==> src/rtl/sw_max_score_tracker_pkg.sv <==
// Shared definitions for the Smith-Waterman max-score tracker.
package sw_max_score_tracker_pkg;

  // Default H-score width shared with the rest of the engine.
  localparam int V_E_F_BIT = 16;

  // The explicit values match the encodings used by existing software and debug tools.
  typedef enum logic [1:0] {
    ST_IDLE = 2'd0,
    ST_RUN  = 2'd1,
    ST_DONE = 2'd2
  } state_t;

endpackage

==> src/rtl/sw_max_score_tracker_gt.sv <==
// Strict greater-than comparison of two sign-magnitude scores (MSB = sign).
module sw_sm_gt
  import sw_max_score_tracker_pkg::*;
#(
  parameter int DATA_WIDTH = V_E_F_BIT
) (
  input  logic [DATA_WIDTH-1:0] a,
  input  logic [DATA_WIDTH-1:0] b,
  output logic                  gt
);

  localparam int MW = DATA_WIDTH - 1;

  logic          a_neg;
  logic          b_neg;
  logic [MW-1:0] a_mag;
  logic [MW-1:0] b_mag;

  assign a_neg = a[DATA_WIDTH-1];
  assign b_neg = b[DATA_WIDTH-1];
  assign a_mag = a[MW-1:0];
  assign b_mag = b[MW-1:0];

  // +0 counts as greater than -0, so the sign is decided before the magnitude is compared.
  always_comb begin
    gt = 1'b0;
    unique case ({a_neg, b_neg})
      2'b01:   gt = 1'b1;
      2'b10:   gt = 1'b0;
      2'b00:   gt = (a_mag > b_mag);
      default: gt = (a_mag < b_mag);
    endcase
  end

endmodule

==> src/rtl/sw_max_score_tracker.sv <==
// Running-maximum tracker for one Smith-Waterman H-score matrix.
// Scores arrive row-fastest over a valid/ready handshake.
module sw_max_score_tracker
  import sw_max_score_tracker_pkg::*;
#(
  parameter int DATA_WIDTH = V_E_F_BIT,
  parameter int ROW_W      = 10,
  parameter int COL_W      = 16
) (
  input  logic                  clk,
  input  logic                  rst,
  input  logic                  i_start,
  input  logic [ROW_W-1:0]      i_rows,
  input  logic [COL_W-1:0]      i_cols,
  input  logic                  i_score_valid,
  input  logic [DATA_WIDTH-1:0] i_score,
  output logic                  o_score_ready,
  output logic                  o_busy,
  output logic                  o_done,
  output logic [DATA_WIDTH-1:0] o_max_score,
  output logic [ROW_W-1:0]      o_max_row,
  output logic [COL_W-1:0]      o_max_col,
  input  logic                  i_result_ack
);

  state_t                state;
  logic [ROW_W-1:0]      rows_q;
  logic [COL_W-1:0]      cols_q;
  logic [ROW_W-1:0]      row_cnt;
  logic [COL_W-1:0]      col_cnt;
  logic                  first_q;
  logic [DATA_WIDTH-1:0] max_q;
  logic [ROW_W-1:0]      max_row_q;
  logic [COL_W-1:0]      max_col_q;

  logic                  score_gt;
  logic [ROW_W-1:0]      row_last;
  logic [COL_W-1:0]      col_last;

  assign row_last = rows_q - ROW_W'(1);
  assign col_last = cols_q - COL_W'(1);

  sw_sm_gt #(
    .DATA_WIDTH (DATA_WIDTH)
  ) u_gt (
    .a  (i_score),
    .b  (max_q),
    .gt (score_gt)
  );

  // FSM, position counters and best-score registers. Counters return to zero after the last beat.
  always_ff @(posedge clk) begin
    if (rst) begin
      state     <= ST_IDLE;
      rows_q    <= '0;
      cols_q    <= '0;
      row_cnt   <= '0;
      col_cnt   <= '0;
      first_q   <= 1'b0;
      max_q     <= '0;
      max_row_q <= '0;
      max_col_q <= '0;
    end else begin
      unique case (state)
        ST_IDLE: begin
          if (i_start) begin
            rows_q    <= i_rows;
            cols_q    <= i_cols;
            row_cnt   <= '0;
            col_cnt   <= '0;
            first_q   <= 1'b1;
            max_q     <= '0;
            max_row_q <= '0;
            max_col_q <= '0;
            state     <= ((i_rows == '0) || (i_cols == '0)) ? ST_DONE : ST_RUN;
          end
        end
        ST_RUN: begin
          if (i_score_valid) begin
            if (first_q || score_gt) begin
              max_q     <= i_score;
              max_row_q <= row_cnt;
              max_col_q <= col_cnt;
            end
            first_q <= 1'b0;
            if (row_cnt == row_last) begin
              row_cnt <= '0;
              if (col_cnt == col_last) begin
                col_cnt <= '0;
                state   <= ST_DONE;
              end else begin
                col_cnt <= col_cnt + COL_W'(1);
              end
            end else begin
              row_cnt <= row_cnt + ROW_W'(1);
            end
          end
        end
        ST_DONE: begin
          if (i_result_ack) state <= ST_IDLE;
        end
        default: state <= ST_IDLE;
      endcase
    end
  end

  assign o_score_ready = (state == ST_RUN);
  assign o_busy        = (state == ST_RUN) || (state == ST_DONE);
  assign o_done        = (state == ST_DONE);
  assign o_max_score   = max_q;
  assign o_max_row     = max_row_q;
  assign o_max_col     = max_col_q;

endmodule

==> config.mk <==
export PLATFORM = sky130hd
export DESIGN_NAME = sw_max_score_tracker
export DESIGN_NICKNAME = d
export VERILOG_FILES = /design/src/rtl/sw_max_score_tracker_pkg.sv /design/src/rtl/sw_max_score_tracker_gt.sv /design/src/rtl/sw_max_score_tracker.sv
export SDC_FILE = /design/constraint.sdc
export NUM_CORES = 1
export LEC_CHECK = 0
export BUFFER_PORTS_ARGS = -buffer_cell sky130_fd_sc_hd__buf_4
export CAP_MARGIN = 20
export CORE_MARGIN = 4
export CORE_UTILIZATION = 61
export DETAILED_ROUTE_END_ITERATION = 6
export MAX_ROUTING_LAYER = met4
export PLACE_DENSITY_LB_ADDON = 0.2
export SYNTH_ARGS = -nofsm -noshare
export SYNTH_HDL_FRONTEND = slang
export SYNTH_SLANG_ARGS = --single-unit
==> constraint.sdc <==
create_clock -name clk -period 5.37 [get_ports clk]
set_input_delay 0.2685 -clock clk [delete_from_list [all_inputs] [get_ports clk]]
set_output_delay 0.2685 -clock clk [all_outputs]
set_load 0.01 [all_outputs]
==> run metrics, run 1 <==
Slew @ Worst Pin ~0.9 ns; deepest clock path buffer count 2; Finished Layout Cells 840; Chip Height 101.7 um; most frequent cells in the layout 97 x dfxtp_1, 93 x buf_4, 87 x a21oi_1; TritonCTS Buffers 9; syn_nets 741; Worst-path clk slew 0.09 ns; Unique masters post-synth 62; WS Path Type reg -> reg; top_reg_cell synth dfxtp_1; compound-gate portion of the synthesized area 0.1735; xor-xnor portion of the synthesized cell area 0.06864; Min-Delay Path Class in -> reg; CP Max Fanout 18; register area share after synthesis 0.3624; outcome complete, no violations; combinational power share 0.471; commonest non-fill, non-tap cell in the layout dfxtp_1; CTS Hold Buffers Added 0; LEAKAGE 2.411 nW; IO Count between 90 and 100; post-CTS resize count 0; Setup crit start kind register; Simple-Gate Fraction of Synth Area 0.2834; max-slew violation count 0; die width between 100 and 150 um; total grt overflow 0; EDFF count, synth 0; final hold violations 0; Ys Warns 0; dpl ws around 1.9 ns; DR vias 5021; port bufs 91; share of the synthesized area in the top cell type 0.3624; drt initial violations 207; WP data required approximately 5.6 ns; Placed Cells 823; reg-to-reg startpoint rows_q[0]$_SDFFE_PP0P_; setup total negative slack 0 ns; htree depth 3; final net count 799; Net Switching around 1.1 mW; worst reg-to-reg path cell count 8; Hold Crit Depth 3; area leader, netlist dfxtp_1; MaxCap Viol Count 0; clk root buf clkbuf_8; critical path data arrival time 3.80 ns; fraction of layout cells with a size suffix above 1 0.1660; Synth Register Bits 97; HP Start i_cols[6]; first-pass GRT wire length 22.29 mm; routability congestion estimate 0.9094; met3 GRT Util 0.05028; Hold Path End cols_q[6]$_SDFFE_PP0P_; Worst VDD drop 0.0002872 V; Clk network pwr share 0.186; r2r setup slk 1.77 ns; setup violators final 0; Post-Syn Instances ~670; postcts setup bufs 0; Routed Antenna Nets 0; area grow syn2layout 16.25%; gr busiest metal met2; Die Area 10350 um2; ANT cells 0; minimum clock period 3.604 ns; met1 usage 0.3418; largest net degree at the start of global routing 77; Initial Util 0.6393; sequential share of power 0.343; switching share of power 0.4166; Synth Area in Adders 0.05137; Worst-Skew Late Latency ~0.37 ns; total internal power 1.501 mW; synth top area cells dfxtp_1 36%, a21oi_1 8.1%, ha_1 5.1%; setup skew after layout 0.008536 ns; post-synthesis cell area approximately 5400 um2; # clock sinks 97; multiplexer area fraction after synthesis 0.002101; hold_ws 0.1477 ns; Site Rows 33; via density per instance 5.977; PwrDens 413.0 nW/um2; HPWL Detailed 9.906 mm; Synth Area per Inst 7.975 um2; TritonCTS clock tree yes; Global Route met2 Usage 0.4447; initial antenna violation count 0; drt first pass iters 4; Core Area between 8000 and 9000 um2; fmax 0.2775 GHz; fraction of registers with async set/reset 0; Worst Setup End Kind register; Tcrit/Tclk final 0.6712; final core utilization 0.7432; main combinational cell family by area after synthesis simple AND/OR/NAND/NOR gates; Slew headroom 0.3964; vias in the first global route 4822; GR Util All Layers 0.2723; DRC Markers 0; final wirelength approximately 13 mm; Reg-to-Reg End col_cnt[7]$_SDFFE_PP0P_; RSZ-0062 raised after global routing false; Final WS setup 1.766 ns; Avg WL per Cell 16.03 um
-- critical path, cell delays in order, from the launching register on --
cell and delay [ns]:
dfxtp_1 0.36, or4_1 0.59, nor4_1 0.28, o22ai_1 0.15
nor4_1 0.33, a31o_1 0.42, or2_0 0.74, and2_1 0.46
a311oi_1 0.09
-- through the flow --
stage / area, um2 / power, mW
finish: 6230 / 2.573
global route: 6230 / 2.748
CTS: 6218 / 2.548
detailed placement: 6023 / 2.076
global placement: 6023 / 2.026
floorplan: 5359 / 1.788
-- sequential cells by signal, summed over array words and instances (netlist names) --
signal and count:
o_max_col 16, first_q 1, state 2, o_max_score 16, o_max_row 10, rows_q 10, row_cnt 10, col_cnt 16
cols_q 16
-- layer usage --
layer	wire [um]	vias to the layer above	share of wire
met5	0	-	0
met4	316	0	0.023
met3	807	34	0.060
met2	6752	182	0.50
met1	5592	2346	0.42
li1	-	2459	-
-- logic make-up (layout without fill, tap and decap cells) --
family / Yosys count / after routing
AOI/OAI and AO/OA: 151 / 151
xor gates and xnor gates: 42 / 42
adders and majority gates: 22 / 22
buffers and inverters: 79 / 142
DFF: 97 / 97
muxes: 1 / 1
and+or+nand+nor: 280 / 280
-- synth_stat cells, drive strengths merged, types with 4 or more instances --
cell    number
inv         31
nor4b        6
nand3       48
o31ai        5
nand2b      44
or4          6
a21o        10
and2         7
nand2       65
nor2        33
o22ai        4
nor3         9
ha          22
nor4        10
a21oi       87
a31oi        4
o211ai       4
clkbuf      35
xor2        23
nand3b       5
nor2b        7
dfxtp       97
xnor2       19
buf         13
and3         9
or3          4
nand4       16
o21ai       15
-- power by group through the flow --
stage | logic, mW | clock network [mW] | registers (mW)
global placement | 1.13 | 0 | 0.893
global route | 1.34 | 0.516 | 0.895
finish | 1.21 | 0.478 | 0.883
CTS | 1.19 | 0.482 | 0.881
detailed placement | 1.18 | 0 | 0.898
floorplan | 0.923 | 0 | 0.865
-- layout make-up --
class	instances	area, um2
Tap cell	105	131.4
Clock buffer	10	127.6
Inverter	31	116.4
Multi-Input combinational cell	496	3115
Sequential cell	97	1942
Clock inverter	6	67.56
Timing Repair Buffer	95	729.5
Fill cell	648	2152
-- worst max-delay path by stage --
stage / from / end / depth (start not counted)
floorplan: cols_q[0]$_SDFFE_PP0P_ / col_cnt[7]$_SDFFE_PP0P_ / 12
global placement: rows_q[0]$_SDFFE_PP0P_ / col_cnt[7]$_SDFFE_PP0P_ / 8
detailed placement: rows_q[0]$_SDFFE_PP0P_ / col_cnt[7]$_SDFFE_PP0P_ / 8
CTS: rows_q[0]$_SDFFE_PP0P_ / col_cnt[7]$_SDFFE_PP0P_ / 8
global route: rows_q[0]$_SDFFE_PP0P_ / col_cnt[7]$_SDFFE_PP0P_ / 10
finish: rows_q[0]$_SDFFE_PP0P_ / col_cnt[7]$_SDFFE_PP0P_ / 8
No activity file was read; power rests on OpenSTA's default activity.
==> run 2, diff against run 1 <==
--- a/config.mk
+++ b/config.mk
@@ -5,10 +5,11 @@
 export SDC_FILE = /design/constraint.sdc
 export NUM_CORES = 1
 export LEC_CHECK = 0
+export ABC_AREA = 1
 export BUFFER_PORTS_ARGS = -buffer_cell sky130_fd_sc_hd__buf_4
 export CAP_MARGIN = 20
 export CORE_MARGIN = 4
-export CORE_UTILIZATION = 61
+export CORE_UTILIZATION = 58
 export DETAILED_ROUTE_END_ITERATION = 6
 export MAX_ROUTING_LAYER = met4
 export PLACE_DENSITY_LB_ADDON = 0.2
==> constraint.sdc (replaced) <==
create_clock -name clk -period 3.35 [get_ports clk]
set_input_delay 0.1675 -clock clk [delete_from_list [all_inputs] [get_ports clk]]
set_output_delay 0.1675 -clock clk [all_outputs]
set_load 0.01 [all_outputs]
==> run metrics, run 2 <==
DR vias a little under 6000; setup violators final 0; total internal power between 2 and 3 mW; HPWL Detailed 10.84 mm; Clk network pwr share 0.141; Chip Height 109.2 um; Initial Util 0.6016; LEAKAGE roughly 3.3 nW; IO Count ~90; DRC Markers 0; die width 109.2 um; Worst-path clk slew 0.11 ns; GR Util All Layers 0.2592; initial antenna violation count 0; Worst-Skew Late Latency 0.37 ns; WS Path Type reg -> reg; share of the synthesized area in the top cell type 0.3272; outcome complete, no violations; Site Rows 36; Die Area 11910 um2; Critical-path top delay cell dfxtp_1; ANT cells 0; TritonCTS clock tree yes; synth top area cells dfxtp_1 33%, nand2_1 14%, nand3_1 7.6%; RSZ-0062 raised after global routing false; routability congestion estimate 0.9083; critical path cell sequence inv_1, ha_1, nand2_1, nor2_1, o21ai_1, nand3_1, nand2_1, nand2_1, nand2_1, nand2_1, nand2_1, nand2_2, buf_4, nand3_1, nand2_1, nor2_1; Placed Cells 1095; postcts setup bufs 0; final net count around 1000; area leader, netlist dfxtp_1; post-CTS resize count 0; Avg WL per Cell 13.19 um; fraction of registers with async set/reset 0; drt first pass iters 5; final hold violations 0; Setup crit start kind register; syn_nets 972; drt initial violations 439; total grt overflow 0; fmax 0.4041 GHz; combinational power share 0.562; Routed Antenna Nets 0; vias in the first global route about 5300; top cells by count, synth 228 x nand2_1, 109 x nor2_1, 105 x inv_1; Fillers around 910; EDFF count, synth 0; setup total negative slack 0 ns; Synth Register Bits 97; top-count cell post-synth nand2_1; Synth Area per Inst 6.572 um2; via density per instance 5.249; Ys Warns 0; first-pass GRT wire length 24.33 mm; htree depth 3; commonest non-fill, non-tap cell in the layout nand2_1; PwrDens about 770 nW/um2; cell mode on critical path nand2_1; switching share of power 0.4852; Worst Setup End Kind register; Core Area 9864 um2; deepest clock path buffer count 2; Net Switching between 2 and 3 mW; Final Power 5.260 mW; Slew headroom 0.5978; top_reg_cell synth dfxtp_1; critical path data arrival time 2.75 ns; clk root buf clkbuf_8; sequential share of power 0.297; port bufs 91; CTS Hold Buffers Added 0; WP data required about 3.6 ns; fraction of layout cells with a size suffix above 1 0.1667; largest net degree at the start of global routing 73; max-slew violation count 0; post-synthesis cell area 5934 um2; area grow syn2layout 14.99%; setup skew after layout 0.01246 ns; final wirelength 14.66 mm; Slew @ Worst Pin around 0.60 ns; Post-Syn Instances 903; Unique masters post-synth 41; Tcrit/Tclk final 0.7388; CP Max Fanout 30; minimum clock period 2.475 ns; TritonCTS Buffers 9; Finished Layout Cells 1111; slowest stage delay, CP roughly 0.38 ns; # clock sinks 97; most frequent cells in the layout 228 x nand2_1, 109 x nor2_1, 105 x inv_1; register area share after synthesis 0.3272; final core utilization 0.6918; Worst VDD drop 0.0005466 V; hold_ws 0.05322 ns; Min-Delay Path Class in -> reg; MaxCap Viol Count 0
==> run 2: worst paths after layout <==
kind         slack, ns                   startpoint                         to  cells after the start
max               0.88  o_max_score[4]$_SDFFE_PP0P_  o_max_col[7]$_SDFFE_PP0P_                     16
min               0.05                    i_rows[6]     rows_q[6]$_SDFFE_PP0P_                      3
max reg2reg       0.88  o_max_score[4]$_SDFFE_PP0P_  o_max_col[7]$_SDFFE_PP0P_                     16
min reg2reg       0.47         first_q$_SDFFE_PP0P_       first_q$_SDFFE_PP0P_                      2
==> run 2: critical path, delay by kind of cell, from the launching register on <==
kind	cells	cell delay, ns
compound gates	1	0.08
fa+ha+maj	1	0.28
buf+inv	2	0.43
flops	1	0.38
simple gates	12	1.19
==> run 2: logic make-up (layout without fill, tap and decap cells) <==
logic type / Yosys count / in the layout / synth area share
AOI/OAI and AO/OA: 112 / 112 / 0.1023
buffers and inverters: 153 / 228 / 0.1092
xor gates and xnor gates: 29 / 29 / 0.04280
and+or+nand+nor: 490 / 490 / 0.3721
DFF: 97 / 97 / 0.3272
adders and majority gates: 22 / 22 / 0.04638
==> run 2: cell type report <==
class,instances,area [um2],share of cell area
sequential,97,1942,0.2846
tap,133,166.4,0.02439
timing repair buffer,100,763.2,0.1118
clock buffer,10,127.6,0.01870
clock inverter,6,52.55,0.007701
multi-input combinational,653,3347,0.4905
inverter,112,425.4,0.06234
==> run 2: power groups by stage <==
stage	logic [mW]	clock network [mW]	registers [mW]
3_5_place_dp	2.93	0	1.59
3_3_place_gp	2.88	0	1.58
5_1_grt	3.35	0.800	1.59
2_1_floorplan	2.33	0	1.58
4_1_cts	2.95	0.747	1.56
6_report	2.96	0.741	1.56
==> run 2: per-stage QoR <==
step / area [um2] / setup slack, ns
after global placement: 6644 / 0.9751
after floorplan: 5934 / 1.417
after detailed placement: 6644 / 0.9234
final: 6824 / 0.8751
after global routing: 6824 / 0.6006
after CTS: 6824 / 0.8847
==> run 2: layer usage <==
layer	vias up	track usage	share of wire
met5	-	-	0
met4	0	0.06583	0.016
li1	3003	-	-
met2	122	0.4259	0.49
met1	2688	0.3314	0.46
met3	19	0.04440	0.039
